==> config.mk <==
export PLATFORM = sky130hd
export DESIGN_NAME = wb_write_arbiter
export DESIGN_NICKNAME = d
export VERILOG_FILES = /design/src/rtl/wb_write_arbiter.sv
export SDC_FILE = /design/constraint.sdc
export NUM_CORES = 1
export LEC_CHECK = 0
export CAP_MARGIN = 15
export CELL_PAD_IN_SITES_DETAIL_PLACEMENT = 0
export CELL_PAD_IN_SITES_GLOBAL_PLACEMENT = 2
export CORE_MARGIN = 5
export CORE_UTILIZATION = 30
export CTS_CLUSTER_SIZE = 28
export DETAILED_ROUTE_END_ITERATION = 6
export PLACE_DENSITY = 0.77
export SETUP_SLACK_MARGIN = 0.2
export SYNTH_ARGS = -nofsm -noshare
export SYNTH_HDL_FRONTEND = slang
export SYNTH_SLANG_ARGS = --single-unit
==> constraint.sdc <==
create_clock -name clk -period 2.3 [get_ports clk]
set_clock_uncertainty 0.1 [all_clocks]
set_input_delay 0.345 -clock clk [delete_from_list [all_inputs] [get_ports clk]]
set_output_delay 0.345 -clock clk [all_outputs]
set_load 0.05 [all_outputs]
==> src/rtl/wb_write_arbiter.sv <==
// Register-file write port arbiter: ALU results win, load returns queue in a FIFO.
// Optional WB_PENDING_EN exposes a per-register mask of queued load targets.
module wb_write_arbiter #(
  parameter int DWIDTH       = 32,
  parameter int LQ_DEPTH     = 4,
  parameter int STARVE_LIMIT = 8
) (
  input  logic                          clk,
  input  logic                          rst_n,
  input  logic                          alu_valid_i,
  input  logic [4:0]                    alu_rd_i,
  input  logic [DWIDTH-1:0]             alu_data_i,
  input  logic                          ld_valid_i,
  output logic                          ld_ready_o,
  input  logic [4:0]                    ld_rd_i,
  input  logic [DWIDTH-1:0]             ld_data_i,
  output logic [4:0]                    rd_o,
  output logic [DWIDTH-1:0]             datawb_o,
  output logic                          regwren_o,
  output logic                          stall_o,
  output logic [$clog2(LQ_DEPTH+1)-1:0] lq_count_o,
  output logic [31:0]                   lq_pending_o
);

  localparam int PW = $clog2(LQ_DEPTH);
  localparam int CW = $clog2(LQ_DEPTH+1);
  localparam int SW = $clog2(STARVE_LIMIT+1);

  typedef enum logic {NORMAL, STALL} state_e;

  logic [4:0]        mem_rd_q   [LQ_DEPTH];
  logic [4:0]        mem_rd_d   [LQ_DEPTH];
  logic [DWIDTH-1:0] mem_data_q [LQ_DEPTH];
  logic [DWIDTH-1:0] mem_data_d [LQ_DEPTH];
  logic [PW-1:0]     wptr_q, wptr_d;
  logic [PW-1:0]     rptr_q, rptr_d;
  logic [CW-1:0]     cnt_q, cnt_d;
  logic [SW-1:0]     starve_q, starve_d;
  logic [4:0]        rd_q, rd_d;
  logic [DWIDTH-1:0] data_q, data_d;
  logic              wren_q, wren_d;
  state_e            state_q, state_d;
  logic              full, push, pop;

  assign full       = (cnt_q == CW'(LQ_DEPTH));
  assign ld_ready_o = !full;
  assign push       = ld_valid_i && !full;
  assign pop        = !alu_valid_i && (cnt_q != '0);
  assign lq_count_o = cnt_q;
  assign rd_o       = rd_q;
  assign datawb_o   = data_q;
  assign regwren_o  = wren_q;

  always_comb begin
    mem_rd_d   = mem_rd_q;
    mem_data_d = mem_data_q;
    if (push) begin
      mem_rd_d[wptr_q]   = ld_rd_i;
      mem_data_d[wptr_q] = ld_data_i;
    end
    wptr_d = wptr_q + PW'(push);
    rptr_d = rptr_q + PW'(pop);
    cnt_d  = cnt_q + CW'(push) - CW'(pop);
  end

  always_comb begin
    rd_d   = rd_q;
    data_d = data_q;
    wren_d = 1'b0;
    unique case (1'b1)
      alu_valid_i: begin
        rd_d   = alu_rd_i;
        data_d = alu_data_i;
        wren_d = (alu_rd_i != 5'd0);
      end
      pop: begin
        rd_d   = mem_rd_q[rptr_q];
        data_d = mem_data_q[rptr_q];
        wren_d = (mem_rd_q[rptr_q] != 5'd0);
      end
      default: ;
    endcase
  end

  // Head is blocked only while the ALU owns the port and something waits.
  always_comb begin
    starve_d = starve_q;
    if (cnt_q == '0 || pop)
      starve_d = '0;
    else if (alu_valid_i && starve_q != SW'(STARVE_LIMIT))
      starve_d = starve_q + SW'(1);
  end

  always_comb begin
    state_d = state_q;
    unique case (state_q)
      NORMAL: if (starve_d == SW'(STARVE_LIMIT)) state_d = STALL;
      STALL:  if (pop && cnt_q == CW'(1) && !push) state_d = NORMAL;
      default: state_d = NORMAL;
    endcase
  end

  always_comb begin
    stall_o = (state_q == STALL);
  end

  always_ff @(posedge clk or negedge rst_n) begin
    if (!rst_n) begin
      for (int i = 0; i < LQ_DEPTH; i++) begin
        mem_rd_q[i]   <= '0;
        mem_data_q[i] <= '0;
      end
      wptr_q   <= '0;
      rptr_q   <= '0;
      cnt_q    <= '0;
      starve_q <= '0;
      rd_q     <= '0;
      data_q   <= '0;
      wren_q   <= 1'b0;
      state_q  <= NORMAL;
    end else begin
      mem_rd_q   <= mem_rd_d;
      mem_data_q <= mem_data_d;
      wptr_q     <= wptr_d;
      rptr_q     <= rptr_d;
      cnt_q      <= cnt_d;
      starve_q   <= starve_d;
      rd_q       <= rd_d;
      data_q     <= data_d;
      wren_q     <= wren_d;
      state_q    <= state_d;
    end
  end

`ifdef WB_PENDING_EN
  logic [31:0]   pend;
  logic [PW-1:0] idx;
  always_comb begin
    pend = '0;
    idx  = '0;
    for (int k = 0; k < LQ_DEPTH; k++) begin
      idx = rptr_q + PW'(k);
      if (CW'(k) < cnt_q) pend[mem_rd_q[idx]] = 1'b1;
    end
    pend[0] = 1'b0;
  end
  assign lq_pending_o = pend;
`else
  assign lq_pending_o = 32'h0;
`endif

endmodule

# Yosys cells after proc, flatten, opt, wreduce, memory -nomap -nowiden
# Cells that the tools add are included.
# totals
ff_bits	198
inputBits	78
out_inout_bits	75
# op_classes
addsub	5
n_lt_le_gt_ge	3
n_eq_ne	4
muxes	20
n_bitwise	3
n_reduce_logical	15
# op_table
op	count
bitwise mux 128 bit	1
two-way mux 32 bit	3
binary-select mux 32 bit (select 2 bit)	1
demux 32 bit (select 2 bit)	1
case mux 32 bit (2 select lines)	1
bitwise mux 20 bit	1
two-way mux 5 bit	3
binary-select mux 5 bit (select 2 bit)	1
demux 5 bit (select 2 bit)	1
case mux 5 bit (2 select lines)	1
nonzero test 5 bit	2
two-way mux 4 bit	2
greater-or-equal comparator 3 bit, second input constant	2
logical AND 1 bit	6
NOT 2 -> 3 bit	2
adder 2 x 1 -> 2 bit	2
adder 4 x 1 -> 4 bit, second input constant	1
== test 4 bit, second input constant	1
!= test 4 bit, second input constant	1
case mux 1 bit (2 select lines)	2
adder 3 x 1 -> 3 bit	1
== test 3 x 1 -> 1 bit, second input constant	1
== test 3 bit, second input constant	1
zero test 1 bit	3
8 further kinds	9

# Logic depth before layout (Yosys ltp)
# logic_depth
word_depth	7
ltp_mapped	10

# Worst setup path before layout
# OpenSTA, ideal clock, no wires.
# synth_path
path_kind	flip-flop to flip-flop
from	reg cnt_q[2], in the netlist lq_count_o[2]
to	reg cnt_q[2], in the netlist lq_count_o[2]
setup_time_ns	0.148
arrival_ns	2.468
required_ns	2.052
path_slack_ns	-0.415
path_stages_with_launch	10
synth_period_minus_slack_ns	2.715
cell_sequence	dfrtp_1 > or3b_4 > nand2_4 > ha_1 > inv_1 > ha_1 > inv_1 > fa_1 > xnor2_1 > xnor2_1
# synth_between
elab_chain_cells	5
elab_cells_between_ends	7
# synth_rtl
item	line	text
start, declared	37	logic [CW-1:0] cnt_q, cnt_d;
start signal, assigned	126	cnt_q <= cnt_d;
== test 3 bit	45	assign full = (cnt_q == CW'(LQ_DEPTH));
zero test 1 bit	n/a	
net ld_ready_o	14	output logic ld_ready_o,
logical AND 1 bit	47	assign push = ld_valid_i && !full;
adder 3 x 1 -> 3 bit	63	cnt_d = cnt_q + CW'(push) - CW'(pop);
subtractor 3 x 1 -> 3 bit	63	
net cnt_d[2]	37	
# The timed path passes the listed nets, and every way through them passes these cells.
# A chain may end at the register's enable or synchronous reset.

# Final worst setup path
# layout_path
from	reg cnt_q[0], in the netlist lq_count_o[0]
to	reg cnt_q[2], in the netlist lq_count_o[2]
# layout_between
elab_chain_cells	5
elab_cells_between_ends	7
# layout_rtl
item	line
== test 3 bit	45
zero test 1 bit	47
logical AND 1 bit	47
adder 3 x 1 -> 3 bit	63
subtractor 3 x 1 -> 3 bit *	63
net cnt_d[2]	37
# The timed path passes the listed nets; every way through them passes the cells marked *.

==> qor.txt <==
status: finished, final reports clean
fin crit share: 93.9%
Max-Cap Viols: 0
DIE AREA: 33000 um^2
1st-pass router iterations: 4
final setup vio count: 0
placed cell area: 10900 um^2
worst slew pin tran: 0.561 ns
Setup crit end kind: flip-flop
initial drt markers: 400
crit-path leading delay family: adder cells
final hold vios: 0
unrepaired setup endpoints after global routing: true
I/O pin cnt: 153
vias in the first global route: 5621
initial antenna violation count: 0
count of different cell masters after synthesis: 38
total track usage: 12.3%
die extent in y: 182 um
CP max stage delay: 0.42 ns
biggest area consumer among synthesized cells: dfrtp_1
top sig layer: met4
clk_lat worst skew: 0.43 ns
CP required: 2.50 ns
mapped cell area: 8830 um^2
IO buf count: 120
Max FO, Critical Path: 3
highest-count cells in the layout ignoring fill and taps: dfrtp_1 (193), clkdlybuf4s50_1 (106), mux2_4 (90)
Leak: 0.00542 uW
post-DP HPWL: 13.1 mm
CP arrival: 2.36 ns
number of CTS-inserted buffers: 17
die extent in x: 182 um
fin util: 40.8%
first-pass GRT wire length: 32.5 mm
via count: 5310
Final Critical Period: 2.16 ns
Sink Count: 198
Fillers: 2636
Ys Warns: 0
Initial Util: 30.6%
DR WL/cell: 18.8 um
Via density: 4.74
Synth Flop Type: dfrtp_1
P&R area growth vs syn: 33.3%
Routed WL: 21.1 mm
H-tree levels: 4
top cells by area, synth: dfrtp_1 (56%), mux2_2 (15%), mux4_2 (9.4%)
Cell Chain, Critical Path: or3b_4 > nand2_4 > ha_4 > inv_2 > ha_4 > inv_2 > fa_2 > xnor2_2 > xnor2_1
fmax: 463 MHz
clock-pin slew on the worst setup and hold paths: 0.07 ns
fin nets: 808
WL met3: 1.15 mm
met1 wire length: 9.91 mm
Avg Cell Area, Syn: 15.3 um^2
Critical Path Stages: 9
grt ovf: 0
sequential area share after synthesis: 56.1%
Peak VDD IR: 0.675 mV
Post-Synthesis Cells: 576
Hold Crit Class: input pin to flip-flop
share of the synthesized area in the top cell type: 56.1%
antenna-violating nets left: 0
Met2 Routed Length: 9.88 mm
layout cells sized above 1: 38.0%
#FFs+latches synth: 198
number of enable flip-flop cells after synthesis: 0
Hold Crit Depth: 5
worst r2r path cells: 9
Tot Pwr: 17600 uW
Slew Viols, Final: 0
Root Driver: clkbuf_16
CP max-delay cell: dfrtp_2
CTS tree: done
placer congestion estimate: 0.737
drt drc: 0
PD cells: 1500 nW/um^2
Buf/Inv on CP: 2
ANT cells: 0
CP Class: flip-flop to flip-flop
Post-synth ARST share: 100%
largest net degree at the start of global routing: 68
Bufs on Longest Clock Path: 2
core area: 28900 um^2
final instance area: 11800 um^2
most common cell after layout, fill and taps aside: dfrtp_1
crit path launch type: flip-flop
Placement Rows: 62
slew margin rel.: 62.6%
[sequential cells by signal, indices dropped and copies added (netlist names)]
register    count
mem_data_q    128
datawb_o       32
mem_rd_q       20
rd_o            5
starve_q        4
lq_count_o      3
rptr_q          2
wptr_q          2
regwren_o       1
stall_o         1
[where the power goes]
group          total (uW)  internal (uW)  switching (uW)
sequential           6250           5250             997
combinational        8270           4480            3790
clock                3120           1670            1450
total               17600          11400            6240
[cell families after synthesis]
group	synth area share, %
AND/OR/NAND/NOR	1.93
adder cells (fa/ha/maj)	1.08
multiplexers	28.4
flip-flops	56.1
AO/OA/AOI/OAI	4.72
XOR/XNOR	0.595
other	0.0425
buffers and inverters	7.13
[path summary, 6_finish.rpt]
check | start | endpoint | slack (ns)
min in group asynchronous | rst_n | mem_data_q[63]$_DFFE_PN0P_ | 0.35
hold / removal | alu_valid_i | stall_o$_DFF_PN0_ | 0.24
setup reg to reg | lq_count_o[0]$_DFF_PN0_ | lq_count_o[2]$_DFF_PN0_ | 0.14
setup / recovery | lq_count_o[0]$_DFF_PN0_ | lq_count_o[2]$_DFF_PN0_ | 0.14
hold reg to reg | rd_o[0]$_DFFE_PN0P_ | rd_o[0]$_DFFE_PN0P_ | 0.40
max in group asynchronous | rst_n | mem_data_q[17]$_DFFE_PN0P_ | 1.03
[worst register-to-register path, cell delays in order, from the launching register on]
cell and delay [ns]:
dfrtp_2 0.42, or3b_4 0.41, nand2_4 0.10, ha_4 0.20, inv_2 0.06, ha_4 0.11
inv_2 0.03, fa_2 0.35, xnor2_2 0.15, xnor2_1 0.13
[Yosys cell counts, drive strengths merged (2+ instances only)]
library cell,number
dfrtp,198
mux2,148
buf,55
inv,43
a222oi,37
mux4,37
clkbuf,11
ha,6
nand2,5
nor2,5
o21ai,4
nand3b,3
xnor2,3
xor2,3
a21oi,2
nand3,2
nor3,2
nor4,2
or4,2
[what timing repair did]
item / in CTS / in global routing
gates resized for setup: 3 / 16
hold endpoints to repair: 49 / 0
endpoints found under the setup margin: 4 / 81
pin swaps: 1 / 3
gates cloned: 0 / 7
hold buffers: 1 / 0
buffers inserted: 2 / 8
[layout make-up]
cell class | count | area [um^2] | area share (%)
clock buffer | 18 | 439 | 3.73
clock inverter | 14 | 164 | 1.39
inverter | 43 | 164 | 1.39
multi-input combinational | 300 | 3750 | 31.9
sequential | 198 | 4960 | 42.1
tap | 384 | 480 | 4.08
timing repair buffer | 163 | 1810 | 15.4
[through the flow]
step                setup WS, ns  cells  hold slack (ns)  setup TNS, ns
floorplan                 -0.126    607          -0.0506         -0.179
global placement          0.0777   1070            0.255              0
detailed placement        0.0523   1070            0.255              0
CTS                        0.124   1105            0.233              0
global route              0.0537   1120            0.253              0
finish                     0.141   1120            0.243              0
[per-layer routing]
layer  vias up  global-route usage (%)
li1       2362                       -
met1      2786                    17.3
met2       148                    19.4
met3        14                    3.04
met4         0                    2.88
met5         -                       0
Note: power is estimated with default switching activity, not from simulation.
